[src/rtl/cpu_wait_gen_if.sv]
// Shared bus clock bundle: system clock plus the 3.58 MHz CPU clock-enable pulse.
interface clock_bus_if;
    logic clk;
    logic ce_3m58_p;

    modport base_mp (
        input clk,
        input ce_3m58_p
    );
endinterface

[src/rtl/cpu_wait_gen.sv]
// Z80 WAIT generator: programmable per-cycle-type base waits, device wait requests,
// external hold lines with a deadlock timeout, and a turbo bypass of the base waits.
module cpu_wait_gen #(
    parameter int unsigned NUM_SRC   = 4,
    parameter int unsigned CNT_W     = 4,
    parameter int unsigned M1_WAITS  = 1,
    parameter int unsigned IO_WAITS  = 1,
    parameter int unsigned MEM_WAITS = 0,
    parameter int unsigned HOLD_MAX  = 255
) (
    clock_bus_if.base_mp                     clock_bus,
    input  logic                             reset,
    input  logic                             m1,
    input  logic                             mreq,
    input  logic                             iorq,
    input  logic                             rd,
    input  logic                             wr,
    input  logic                             turbo,
    input  logic [NUM_SRC-1:0]               src_req,
    input  logic [NUM_SRC-1:0][CNT_W-1:0]    src_waits,
    input  logic [NUM_SRC-1:0]               ext_hold_n,
    output logic                             wait_n,
    output logic                             busy,
    output logic                             timeout
);

    localparam int unsigned HCNT_W = (HOLD_MAX > 2) ? $clog2(HOLD_MAX) : 1;
    localparam logic [HCNT_W-1:0] HOLD_LAST = HCNT_W'(HOLD_MAX - 1);

    typedef enum logic [1:0] {StIdle, StCount, StHold, StDone} state_e;

    state_e             state_q;
    logic [CNT_W-1:0]   cnt_q;
    logic [HCNT_W-1:0]  hcnt_q;
    logic               act_q;

    logic               act;
    logic               start;
    logic               hold_sel;
    logic [CNT_W-1:0]   base_waits;
    logic [CNT_W-1:0]   dev_waits;
    logic [CNT_W-1:0]   total_waits;

    assign act      = (mreq & (rd | wr | m1)) | (iorq & (rd | wr | m1));
    assign start    = act & ~act_q;
    assign hold_sel = |(src_req & ~ext_hold_n);

    always_comb begin
        base_waits = CNT_W'(MEM_WAITS);
        if (turbo) begin
            base_waits = '0;
        end else if (m1 && mreq) begin
            base_waits = CNT_W'(M1_WAITS);
        end else if (iorq && !m1) begin
            base_waits = CNT_W'(IO_WAITS);
        end else if (iorq && m1) begin
            base_waits = CNT_W'(M1_WAITS);
        end
    end

    // Longest request wins; taking a max instead of a sum keeps the count in range.
    always_comb begin
        dev_waits = '0;
        for (int i = 0; i < int'(NUM_SRC); i++) begin
            if (src_req[i] && (src_waits[i] > dev_waits)) begin
                dev_waits = src_waits[i];
            end
        end
        total_waits = (dev_waits > base_waits) ? dev_waits : base_waits;
    end

    always_ff @(posedge clock_bus.clk or posedge reset) begin
        if (reset) begin
            state_q <= StIdle;
            cnt_q   <= '0;
            hcnt_q  <= '0;
            act_q   <= 1'b0;
            wait_n  <= 1'b1;
            timeout <= 1'b0;
        end else if (clock_bus.ce_3m58_p) begin
            act_q <= act;
            unique case (state_q)
                StIdle: begin
                    if (start) begin
                        if (hold_sel) begin
                            wait_n  <= 1'b0;
                            hcnt_q  <= '0;
                            state_q <= StHold;
                        end else if (total_waits != '0) begin
                            wait_n  <= 1'b0;
                            cnt_q   <= total_waits - CNT_W'(1);
                            state_q <= StCount;
                        end else begin
                            state_q <= StDone;
                        end
                    end
                end
                StCount: begin
                    // Bus released mid-cycle: drop WAIT and rearm for the next start.
                    if (!act) begin
                        wait_n  <= 1'b1;
                        state_q <= StIdle;
                    end else if (cnt_q == '0) begin
                        if (hold_sel) begin
                            hcnt_q  <= '0;
                            state_q <= StHold;
                        end else begin
                            wait_n  <= 1'b1;
                            state_q <= StDone;
                        end
                    end else begin
                        cnt_q <= cnt_q - CNT_W'(1);
                    end
                end
                StHold: begin
                    if (!act) begin
                        wait_n  <= 1'b1;
                        state_q <= StIdle;
                    end else if (!hold_sel) begin
                        wait_n  <= 1'b1;
                        state_q <= StDone;
                    end else if (hcnt_q == HOLD_LAST) begin
                        wait_n  <= 1'b1;
                        timeout <= 1'b1;
                        state_q <= StDone;
                    end else begin
                        hcnt_q <= hcnt_q + HCNT_W'(1);
                    end
                end
                StDone: begin
                    if (!act) begin
                        state_q <= StIdle;
                    end
                end
            endcase
        end
    end

    assign busy = (state_q == StCount) | (state_q == StHold);

endmodule

[src/flat_wrapper.sv]
// flat-port wrapper written by rule: the top's interface ports become plain ports
module cpu_wait_gen_flat 
#(
    parameter int unsigned NUM_SRC   = 4,
    parameter int unsigned CNT_W     = 4,
    parameter int unsigned M1_WAITS  = 1,
    parameter int unsigned IO_WAITS  = 1,
    parameter int unsigned MEM_WAITS = 0,
    parameter int unsigned HOLD_MAX  = 255
)
  (reset, m1, mreq, iorq, rd, wr, turbo, src_req, src_waits, ext_hold_n, wait_n, busy, timeout, clock_bus_clk, clock_bus_ce_3m58_p);
  clock_bus_if clock_bus_i ();
  input  logic reset;
  input  logic m1;
  input  logic mreq;
  input  logic iorq;
  input  logic rd;
  input  logic wr;
  input  logic turbo;
  input  logic [NUM_SRC-1:0] src_req;
  input  logic [NUM_SRC-1:0][CNT_W-1:0] src_waits;
  input  logic [NUM_SRC-1:0] ext_hold_n;
  output logic wait_n;
  output logic busy;
  output logic timeout;
  input wire logic [$bits(clock_bus_i.clk)-1:0] clock_bus_clk;
  input wire logic [$bits(clock_bus_i.ce_3m58_p)-1:0] clock_bus_ce_3m58_p;
  assign clock_bus_i.clk = clock_bus_clk;
  assign clock_bus_i.ce_3m58_p = clock_bus_ce_3m58_p;
  cpu_wait_gen #(.NUM_SRC(NUM_SRC), .CNT_W(CNT_W), .M1_WAITS(M1_WAITS), .IO_WAITS(IO_WAITS), .MEM_WAITS(MEM_WAITS), .HOLD_MAX(HOLD_MAX)) u_core (.clock_bus(clock_bus_i), .reset(reset), .m1(m1), .mreq(mreq), .iorq(iorq), .rd(rd), .wr(wr), .turbo(turbo), .src_req(src_req), .src_waits(src_waits), .ext_hold_n(ext_hold_n), .wait_n(wait_n), .busy(busy), .timeout(timeout));
endmodule
[config.mk]
export PLATFORM = sky130hd
export DESIGN_NAME = cpu_wait_gen_flat
export DESIGN_NICKNAME = d
export VERILOG_FILES = /design/src/rtl/cpu_wait_gen_if.sv /design/src/rtl/cpu_wait_gen.sv /design/src/flat_wrapper.sv
export SDC_FILE = /design/constraint.sdc
export NUM_CORES = 1
export LEC_CHECK = 0
export CAP_MARGIN = 15
export CORE_AREA = 2 2 67 69
export DETAILED_ROUTE_END_ITERATION = 10
export DIE_AREA = 0 0 69 71
export PLACE_DENSITY = 0.77
export SLEW_MARGIN = 5
export SYNTH_ARGS = -nofsm -noshare
export SYNTH_HDL_FRONTEND = slang
export SYNTH_SLANG_ARGS = --single-unit
[constraint.sdc]
create_clock -name clock_bus_clk -period 5.1 [get_ports clock_bus_clk]
set_input_delay 0.765 -clock clock_bus_clk [delete_from_list [all_inputs] [get_ports clock_bus_clk]]
set_output_delay 0.765 -clock clock_bus_clk [all_outputs]
set_load 0.05 [all_outputs]
After elaboration in Yosys (flattened, before gate mapping)
Index checks and enable logic that the tools add are counted.
Widths: inputs -> output; s select.
{ "op_classes": {"addsub": 3, "magnitude_cmp": 5, "n_eq_ne": 18, "mux": 44, "bitwise": 10, "n_reduce_logical": 19} }
{ "op_table": {"columns": ["op", "count"], "rows": [
  ["$mux 8", 7],
  ["$mux 4", 13],
  ["$pmux 8 s3", 1],
  ["$mux 2", 9],
  ["$gt 4x4->1", 4],
  ["$reduce_and 7->1", 2],
  ["$ne 2x1->1 const B", 6],
  ["$mux 1", 11],
  ["$reduce_and 5->1", 2],
  ["$add 8x1->8 const B", 1],
  ["$eq 8x8->1 const B", 1],
  ["$ne 2x2->1 const B", 4],
  ["$pmux 2 s4", 1],
  ["$pmux 4 s2", 1],
  ["$reduce_and 8->1", 1],
  ["$sub 4x1->4 const B", 2],
  ["$logic_and 1x1->1", 7],
  ["$ne 3x3->1 const B", 2],
  ["$and 4x4->4", 1],
  ["$eq 2x2->1 const B", 2],
  ["$gt 4x1->1 const B", 1],
  ["$logic_not 4->1", 1],
  ["$ne 4x4->1 const B", 1],
  ["$not 4->4", 1],
  ["12 further kinds", 17]
]} }
{ "word_totals": {"regBits": 17, "out_inout_bits": 3} }

Longest topological paths before layout
Gate-level depths: netlist (run 1).
{ "logic_depth": {"ltp_word": 19, "depth_mapped": 28} }

Worst setup path before layout (run 1)
OpenSTA, ideal clock, no wires.
{ "synth_timing": {"kind": "input to register", "from": "in src_waits[3] (netlist bit)", "to": "reg u_core.cnt_q[2]", "setup_ps": 84, "arrival_ps": 5633, "required_time_ps": 5016, "setup_slack_ps": -616, "stages": 26, "path_buffers": 2, "path_cell_list": "nand2_1 > ha_1 > a21oi_1 > a21oi_4 > mux2_4 > ha_1 > nor2b_1 > o211ai_1 > a21o_1 > buf_2 > nand2_1 > o21ai_0 > ha_1 > nor2b_1 > o211ai_1 > a21oi_2 > buf_2 > a311oi_1 > a21oi_1 > ha_1 > nor2_1 > o41a_1 > o31a_1 > ha_1 > xor2_1 > o21ai_0"} }
{ "synth_between": {"elab_chain_len": 19} }
{ "synth_rtl": {"columns": ["item", "line", "source"], "rows": [
  ["start: declaration", "flat_wrapper.sv:21", "input logic [NUM_SRC-1:0][CNT_W-1:0] src_waits;"],
  ["$gt 4x1->1", "cpu_wait_gen.sv:65", "if (src_req[i] && (src_waits[i] > dev_waits)) begin"],
  ["$logic_and 1x1->1", "cpu_wait_gen.sv:65", null],
  ["$mux 4 *", "cpu_wait_gen.sv:65", null],
  ["$gt 4x4->1", "cpu_wait_gen.sv:65", null],
  ["$logic_and 1x1->1", "cpu_wait_gen.sv:65", null],
  ["$mux 4 *", "cpu_wait_gen.sv:65", null],
  ["$gt 4x4->1", "cpu_wait_gen.sv:65", null],
  ["$logic_and 1x1->1", "cpu_wait_gen.sv:65", null],
  ["[3 not listed]", null, null],
  ["$mux 4 *", "cpu_wait_gen.sv:65", null],
  ["$gt 4x4->1", "cpu_wait_gen.sv:69", "total_waits = (dev_waits > base_waits) ? dev_waits : base_waits;"],
  ["$mux 4 *", "cpu_wait_gen.sv:69", null],
  ["$sub 4x1->4", "cpu_wait_gen.sv:91", "cnt_q <= total_waits - CNT_W'(1);"],
  ["$mux 4", "cpu_wait_gen.sv:89", "end else if (total_waits != '0) begin"],
  ["$mux 4", "cpu_wait_gen.sv:85", "if (hold_sel) begin"],
  ["$mux 4", "cpu_wait_gen.sv:84", "if (start) begin"],
  ["$pmux 4 s2", "cpu_wait_gen.sv:82", "unique case (state_q)"],
  ["end signal: assignment", "cpu_wait_gen.sv:91", null],
  ["end signal: assignment", "cpu_wait_gen.sv:112", "cnt_q <= cnt_q - CNT_W'(1);"],
  ["end: declaration", "cpu_wait_gen.sv:33", "logic [CNT_W-1:0] cnt_q;"]
]} }
Every way passes the cells marked *; elsewhere a longest branch is shown, timed or not. The select of a mux whose other input is x is not followed.
A chain may end at the register's enable or synchronous reset.

Worst setup path in the final report (run 1)
{ "layout_timing": {"from": "in src_req[0]", "to": "reg u_core.cnt_q[1]"} }
{ "layout_between": {"elab_chain_len": 18} }
{ "layout_rtl": {"columns": ["item", "line", "source"], "rows": [
  ["start: declaration", "flat_wrapper.sv:20", "input logic [NUM_SRC-1:0] src_req;"],
  ["$logic_and 1x1->1", "cpu_wait_gen.sv:65", null],
  ["$mux 4", "cpu_wait_gen.sv:65", null],
  ["$gt 4x4->1", "cpu_wait_gen.sv:65", null],
  ["$logic_and 1x1->1", "cpu_wait_gen.sv:65", null],
  ["$mux 4", "cpu_wait_gen.sv:65", null],
  ["$gt 4x4->1", "cpu_wait_gen.sv:65", null],
  ["$logic_and 1x1->1", "cpu_wait_gen.sv:65", null],
  ["$mux 4", "cpu_wait_gen.sv:65", null],
  ["[2 not listed]", null, null],
  ["$mux 4", "cpu_wait_gen.sv:65", null],
  ["$gt 4x4->1", "cpu_wait_gen.sv:69", null],
  ["$mux 4", "cpu_wait_gen.sv:69", null],
  ["$sub 4x1->4", "cpu_wait_gen.sv:91", null],
  ["$mux 4", "cpu_wait_gen.sv:89", null],
  ["$mux 4", "cpu_wait_gen.sv:85", null],
  ["$mux 4", "cpu_wait_gen.sv:84", null],
  ["$pmux 4 s2", "cpu_wait_gen.sv:82", null]
]} }
Parallel ways exist; a longest one is shown, timed or not. The select of a mux whose other input is x is not followed.

==> results of run 1 <==
==> sequential cells by signal (all words and copies together), names as in the netlist <==
register / count
u_core.wait_n: 1
u_core.hcnt_q: 8
u_core.state_q: 2
u_core.cnt_q: 4
u_core.timeout: 1
u_core.act_q: 1
==> cell usage after synthesis, drive strengths merged, types with 2 or more instances <==
| master | count | share of area (%) |
|---|---|---|
| nand2 | 28 | 6.0 |
| o21ai | 25 | 6.9 |
| ha | 21 | 15 |
| inv | 20 | 4.2 |
| dfrtp | 16 | 22 |
| a21oi | 10 | 3.6 |
| nand3 | 8 | 2.2 |
| nor2 | 7 | 1.5 |
| nand4 | 6 | 2.1 |
| nor2b | 5 | 2.2 |
| nor3 | 5 | 1.7 |
| o211ai | 5 | 2.8 |
| mux2 | 4 | 2.9 |
| a21o | 3 | 1.3 |
| a22o | 3 | 1.5 |
| a22oi | 3 | 1.2 |
| and2 | 3 | 1.0 |
| buf | 3 | 1.2 |
| mux2i | 3 | 1.7 |
| a211o | 2 | 1.0 |
| a211oi | 2 | 0.83 |
| a221o | 2 | 1.1 |
| a221oi | 2 | 0.97 |
| clkbuf | 2 | 0.42 |
| nand2b | 2 | 0.69 |
| o22ai | 2 | 0.69 |
| o31a | 2 | 1.0 |
| o31ai | 2 | 0.83 |
| o41a | 2 | 1.2 |
| or3 | 2 | 0.69 |
==> kinds of logic after synthesis <==
logic type | after synthesis | share of synthesized area [%]
buffers and inverters | 25 | 5.76
adders and majority gates | 21 | 14.6
muxes | 7 | 4.58
xor gates and xnor gates | 1 | 0.486
DFF | 17 | 23.7
AOI/OAI and AO/OA | 75 | 31.2
and+or+nand+nor | 70 | 19.7
==> how the worst min path moves through the flow <==
stage	start	end	cells after the start
after floorplan	u_core.hcnt_q[7]	u_core.hcnt_q[7]	1
after global placement	u_core.hcnt_q[7]	u_core.hcnt_q[7]	1
after detailed placement	u_core.hcnt_q[7]	u_core.hcnt_q[7]	1
after CTS	u_core.hcnt_q[7]	u_core.hcnt_q[7]	1
after global routing	u_core.hcnt_q[7]	u_core.hcnt_q[7]	1
final	u_core.hcnt_q[7]	u_core.hcnt_q[7]	1
==> routing by layer <==
layer | part of all wire [%] | wire length (um) | vias to the layer above
li1 | - | - | 972
met1 | 44 | 2220 | 937
met2 | 51 | 2570 | 52
met3 | 3.7 | 185 | 6
met4 | 1.1 | 54 | 0
met5 | 0 | 0 | -
==> final cells by class <==
| class | instances | share of cell area (%) |
|---|---|---|
| Multi-Input combinational cell | 174 | 52.3 |
| Tap cell | 52 | 2.40 |
| Timing Repair Buffer | 81 | 25.2 |
| Sequential cell | 17 | 15.7 |
| Inverter | 20 | 2.77 |
| Clock buffer | 4 | 1.66 |
==> repair_timing <==
item | 4_1_cts | 5_1_grt
setup endpoints to repair | 6 | 6
setup buffers | 7 | 2
resized for setup | 46 | 12
pin swaps | 28 | 26
hold buffers | 0 | 0
==> critical path, stage by stage <==
cell and delay [ns]:
buf_12 0.10, nand2_8 0.05, ha_4 0.26, nor2b_4 0.15, o211ai_4 0.11, a21oi_4 0.20, mux2_4 0.34, ha_4 0.24
nor2b_4 0.12, o211ai_1 0.20, a21o_1 0.24, nand2_1 0.06, o21ai_1 0.08, ha_1 0.26, nor2b_1 0.13, o211ai_1 0.21
a21oi_2 0.11, a311oi_2 0.30, a21oi_2 0.09, ha_4 0.29, nor2_2 0.04, o41a_1 0.30, o31a_1 0.33, ha_2 0.33
o21ai_0 0.08
==> where the power goes <==
| group | internal (mW) | switching [mW] |
|---|---|---|
| combinational | 0.270 | 0.290 |
| sequential | 0.171 | 0.0331 |
| clock | 0.0555 | 0.0474 |
| total | 0.497 | 0.371 |
==> through the flow <==
step | area (sq um) | power [mW]
after floorplan | 1880 | 0.543
after global placement | 2540 | 0.705
after detailed placement | 2540 | 0.719
after CTS | 2670 | 0.844
after global routing | 2710 | 0.942
final | 2710 | 0.867
==> results.json, run 1 <==
{
  "min_period_ns": 5.26,
  "synthFlopType": "dfrtp_1",
  "die_area_sq_um": 4900,
  "rsz0062_at_grt": "true",
  "synth_seq_cells": 17,
  "p_leak_nw": 1.20,
  "finalWirelength_um": 5020,
  "drv_slew": 0,
  "reg2reg_depth": 7,
  "grt_first_pass_wirelength_um": 8550,
  "dp.cells": 336,
  "fin_nets": 351,
  "path_class": "in -> reg",
  "syn_inst": 216,
  "grt_max_degree": 18,
  "cts_buffers": 3,
  "async_reset_ff_share_pct": 100,
  "layout.cells.non_filler": 348,
  "clk-insertion-delay-late_ns": 0.25,
  "startpoint": "src_req[0]",
  "antenna_found_initial": 0,
  "fp.dieH_um": 71,
  "drc": 0,
  "cts_tree": "done",
  "regArea_sq_um": 427,
  "status": "finished, violations left",
  "critPathCapture": "u_core.cnt_q[1]",
  "maxCapViolCount": 0,
  "setup_tns_ns": -0.491,
  "r2r_end": "u_core.hcnt_q[7]",
  "setup_viol": 4,
  "drive_above_1_share_pct": 32.8,
  "synthesis.nets": 270,
  "violations": "setup timing",
  "ant_nets": 0,
  "dpl_worst_slack_ns": -1.07,
  "syn_avg_cell_area_sq_um": 8.34,
  "maxSlewHeadroom_pct": 46.4,
  "power_density_nw_per_um2": 320,
  "met3_usage_pct": 2.42,
  "cts-root-buf": "clkbuf_8",
  "hold_slack_ns": 0.485,
  "final_cell_mix": "buf_4, clkdlybuf4s50_1, nand2_1",
  "dr.first_iter.drc_count": 117,
  "rows": 24,
  "cts_sinks": 17,
  "multi_input_area_sq_um": 1420,
  "die_w_um": 69,
  "synth_edf_count": 0,
  "worstMarginPinSlew_ns": 0.804,
  "hpwlAfterDp_um": 3800,
  "yosys_warnings": 0,
  "timing.rr.start": "u_core.cnt_q[2]",
  "grt.busiest_layer": "met2",
  "gp_congestion": 0.899,
  "fin_worst_skew_ns": 0.00259,
  "finalWorstSetupSlack_ns": -0.157,
  "clk_path_buf_depth": 2,
  "clkSlewWorstSetupHoldPaths_ns": 0.07,
  "grt_util_all_layers_pct": 21.0,
  "yosys.cell_types.count": 57,
  "vias": 1967,
  "hp-class": "reg -> reg",
  "cp.arrival_ns": 5.39,
  "rrSetupSlack_ns": 2.85,
  "diodes": 0,
  "io-pin-count": 36,
  "portBuffers": 35,
  "grt_pass1_vias": 1907,
  "crit_path_max_fanout": 6,
  "max_freq_ghz": 0.190,
  "routedWlPerCell_um": 14.4,
  "syn_to_final_growth_pct": 50.6,
  "hold_violations": 0,
  "end_kind": "register",
  "nFillCells": 358,
  "htree_levels": 1,
  "critPathRequiredTime_ns": 5.24,
  "utilization_pct": 64.6,
  "coreArea_sq_um": 4200,
  "critPathLaunchType": "input pin",
  "use_met2_pct": 38.4,
  "globalRoute.totalOverflow": 0,
  "syn_area_sq_um": 1800,
  "drt-pass1-iter-count": 4,
  "yosysSeqAreaShare_pct": 23.7,
  "fin_crit_sh_pct": 103,
  "initial_core_util_pct": 42.9,
  "routed_via_density": 5.65,
  "ir_drop_uv": 373,
  "use_met1_pct": 27.1,
  "mostFrequentLayoutCell": "buf_4"
}
No activity file was read; power rests on OpenSTA's default activity.
==> inputs of run 2 (changes only) <==
Settings changed: CORE_AREA 2 2 67 69 to 2 2 88 90, DIE_AREA 0 0 69 71 to 0 0 90 92, PLACE_DENSITY 0.77 to 0.52.
==> results.json, run 2 (synthesized netlist as in run 1, its figures left out) <==
{
  "violations": "setup timing",
  "regMostFlops": "u_core.hcnt_q",
  "crit_path_top_delay_cell": "o41a_1",
  "cts_tree": "done",
  "timing.rr.start": "u_core.state_q[1]",
  "dr.first_iter.drc_count": 79,
  "maxCapViolCount": 0,
  "final_cell_area_sq_um": 2930,
  "portBuffers": 35,
  "clk_path_buf_depth": 2,
  "crit_buf_inv": 3,
  "grt_util_all_layers_pct": 13.4,
  "p_int_uw": 520,
  "crit_family": "compound AO/OA/AOI/OAI gates",
  "gp_congestion": 0.798,
  "fin_crit_sh_pct": 103,
  "rsz0062_at_grt": "true",
  "path_class": "in -> reg",
  "status": "finished, violations left",
  "max_freq_ghz": 0.190,
  "fin_nets": 359,
  "hold_violations": 0,
  "htree_levels": 1,
  "io-pin-count": 36,
  "startpoint": "src_req[0]",
  "utilization_pct": 39.3,
  "crit_path_max_fanout": 7,
  "power_density_nw_per_um2": 312,
  "fin_worst_skew_ns": 0.00408,
  "routedWlPerCell_um": 13.4,
  "finalWirelength_um": 5420,
  "finalWorstSetupSlack_ns": -0.164,
  "pwr-share-comb_pct": 66.2,
  "mostFrequentLayoutCell": "buf_4",
  "worstMarginPinSlew_ns": 0.834,
  "hp-class": "reg -> reg",
  "clkPwrFrac_pct": 11.2,
  "power.total_uw": 915,
  "drc": 0,
  "setup_viol": 4,
  "end_kind": "register",
  "grt_pass1_vias": 2004,
  "critPathRequiredTime_ns": 5.29,
  "final_cell_mix": "buf_4, clkdlybuf4s50_1, nand2_1",
  "fp.dieH_um": 92,
  "cp.arrival_ns": 5.45,
  "drive_above_1_share_pct": 36.5,
  "die_w_um": 90,
  "hold_path.startpoint": "u_core.hcnt_q[7]",
  "maxSlewHeadroom_pct": 44.4,
  "cts_sinks": 17,
  "coreArea_sq_um": 7450,
  "cts_hold_buf": 0,
  "min_period_ns": 5.26,
  "vias": 1950,
  "critPathMaxStageDelay_ns": 0.43,
  "grt_max_degree": 18,
  "p_leak_nw": 1.27,
  "clk-insertion-delay-late_ns": 0.25,
  "routed_via_density": 4.80,
  "drt-pass1-iter-count": 4,
  "largestRegisters": "u_core.hcnt_q (8), u_core.cnt_q (4), u_core.state_q (2)",
  "ant_nets": 0,
  "p_sw_uw": 395,
  "cts_buffers": 3,
  "critPathLaunchType": "input pin",
  "largest_reg_flops": 8,
  "syn_to_final_growth_pct": 62.6,
  "die_area_sq_um": 8280,
  "ir_drop_uv": 284,
  "cts-root-buf": "clkbuf_8",
  "diodes": 0,
  "initial_core_util_pct": 24.2,
  "antenna_found_initial": 0,
  "grt_first_pass_wirelength_um": 9210,
  "switching_share_pct": 43.2,
  "seq_power_share_pct": 22.5,
  "clkSlewWorstSetupHoldPaths_ns": 0.07,
  "rows": 32,
  "hpwlAfterDp_um": 4110,
  "drv_slew": 0,
  "placed_cell_area_sq_um": 2600,
  "globalRoute.totalOverflow": 0
}
run 2: cell types whose count changed in the layout (fill, tap and decap cells not counted), moves of 2 or more:
cell / before / now
nor3_1: 4 / 2
buf_4: 46 / 51
clkdlybuf4s15_1: 1 / 3
o21ai_1: 5 / 2
ha_1: 14 / 12
buf_2: 4 / 1
nor2b_1: 3 / 1
dlygate4sd2_1: 0 / 2
o21ai_2: 0 / 3
nor3_2: 1 / 3
buf_6: 1 / 3
run 2: worst reg2reg max path: cells and delay by family, from the launching register on:
family                   cells  cell delay [ns]
AO/OA/AOI/OAI                3             0.53
adder cells (fa/ha/maj)      1             0.50
buffers and inverters        1             0.12
flip-flops                   1             0.41
AND/OR/NAND/NOR              3             0.65
run 2: path summary, 6_finish.rpt:
| path | to | slack (ns) | cells past startpoint |
|---|---|---|---|
| min in group asynchronous | u_core.cnt_q[3] | 0.91 | 2 |
| hold / removal | u_core.hcnt_q[7] | 0.49 | 1 |
| max in group asynchronous | u_core.hcnt_q[3] | 3.75 | 2 |
| setup / recovery | u_core.cnt_q[3] | -0.16 | 28 |
| setup reg to reg | u_core.hcnt_q[4] | 2.79 | 8 |
| hold reg to reg | u_core.hcnt_q[7] | 0.49 | 1 |
run 2: power groups by stage:
| stage | Clock (mW) | Sequential, mW | Combinational [mW] |
|---|---|---|---|
| 6_report | 0.103 | 0.206 | 0.606 |
| 5_1_grt | 0.111 | 0.212 | 0.669 |
| 2_1_floorplan | 0 | 0.211 | 0.331 |
| 4_1_cts | 0.106 | 0.205 | 0.571 |
| 3_3_place_gp | 0 | 0.206 | 0.507 |
| 3_5_place_dp | 0 | 0.207 | 0.512 |
run 2: cell type report:
cell class,instances,area (sq um)
clock buffers,4,45.0
repair buffers,89,761
fillers,799,4520
well taps,102,128
inverters,20,75.1
flip-flops and latches,17,427
multi-input cells,174,1500
run 2: what timing repair did:
action	CTS	global route
hold endpoints to repair	0	0
buffers inserted	16	4
resized for setup	45	18
setup endpoints to repair	6	6
pin swaps	31	9
run 2: metal layers:
layer,vias to the layer above,GRT usage (%),routed length [um]
met5,-,0,0
met4,0,2.31,15
met3,2,2.30,117
met2,28,24.7,2880
met1,930,16.5,2410
li1,990,-,-
run 2: through the flow:
| stage | cells | hold WS (ns) | setup WS (ns) | TNS, ns |
|---|---|---|---|---|
| after detailed placement | 385 | 0.483 | -1.07 | -5.69 |
| after global routing | 406 | 0.514 | -0.463 | -2.18 |
| after CTS | 403 | 0.497 | -0.160 | -0.367 |
| after floorplan | 216 | 0.446 | -0.359 | -1.51 |
| final | 406 | 0.495 | -0.164 | -0.558 |
| after global placement | 385 | 0.477 | -0.961 | -5.22 |
==> inputs of run 3 (changes only) <==
Settings changed: CTS_CLUSTER_DIAMETER set to 200.
==> results of run 3 <==
The final DEF is identical to that of run 2; final timing and power are the same.
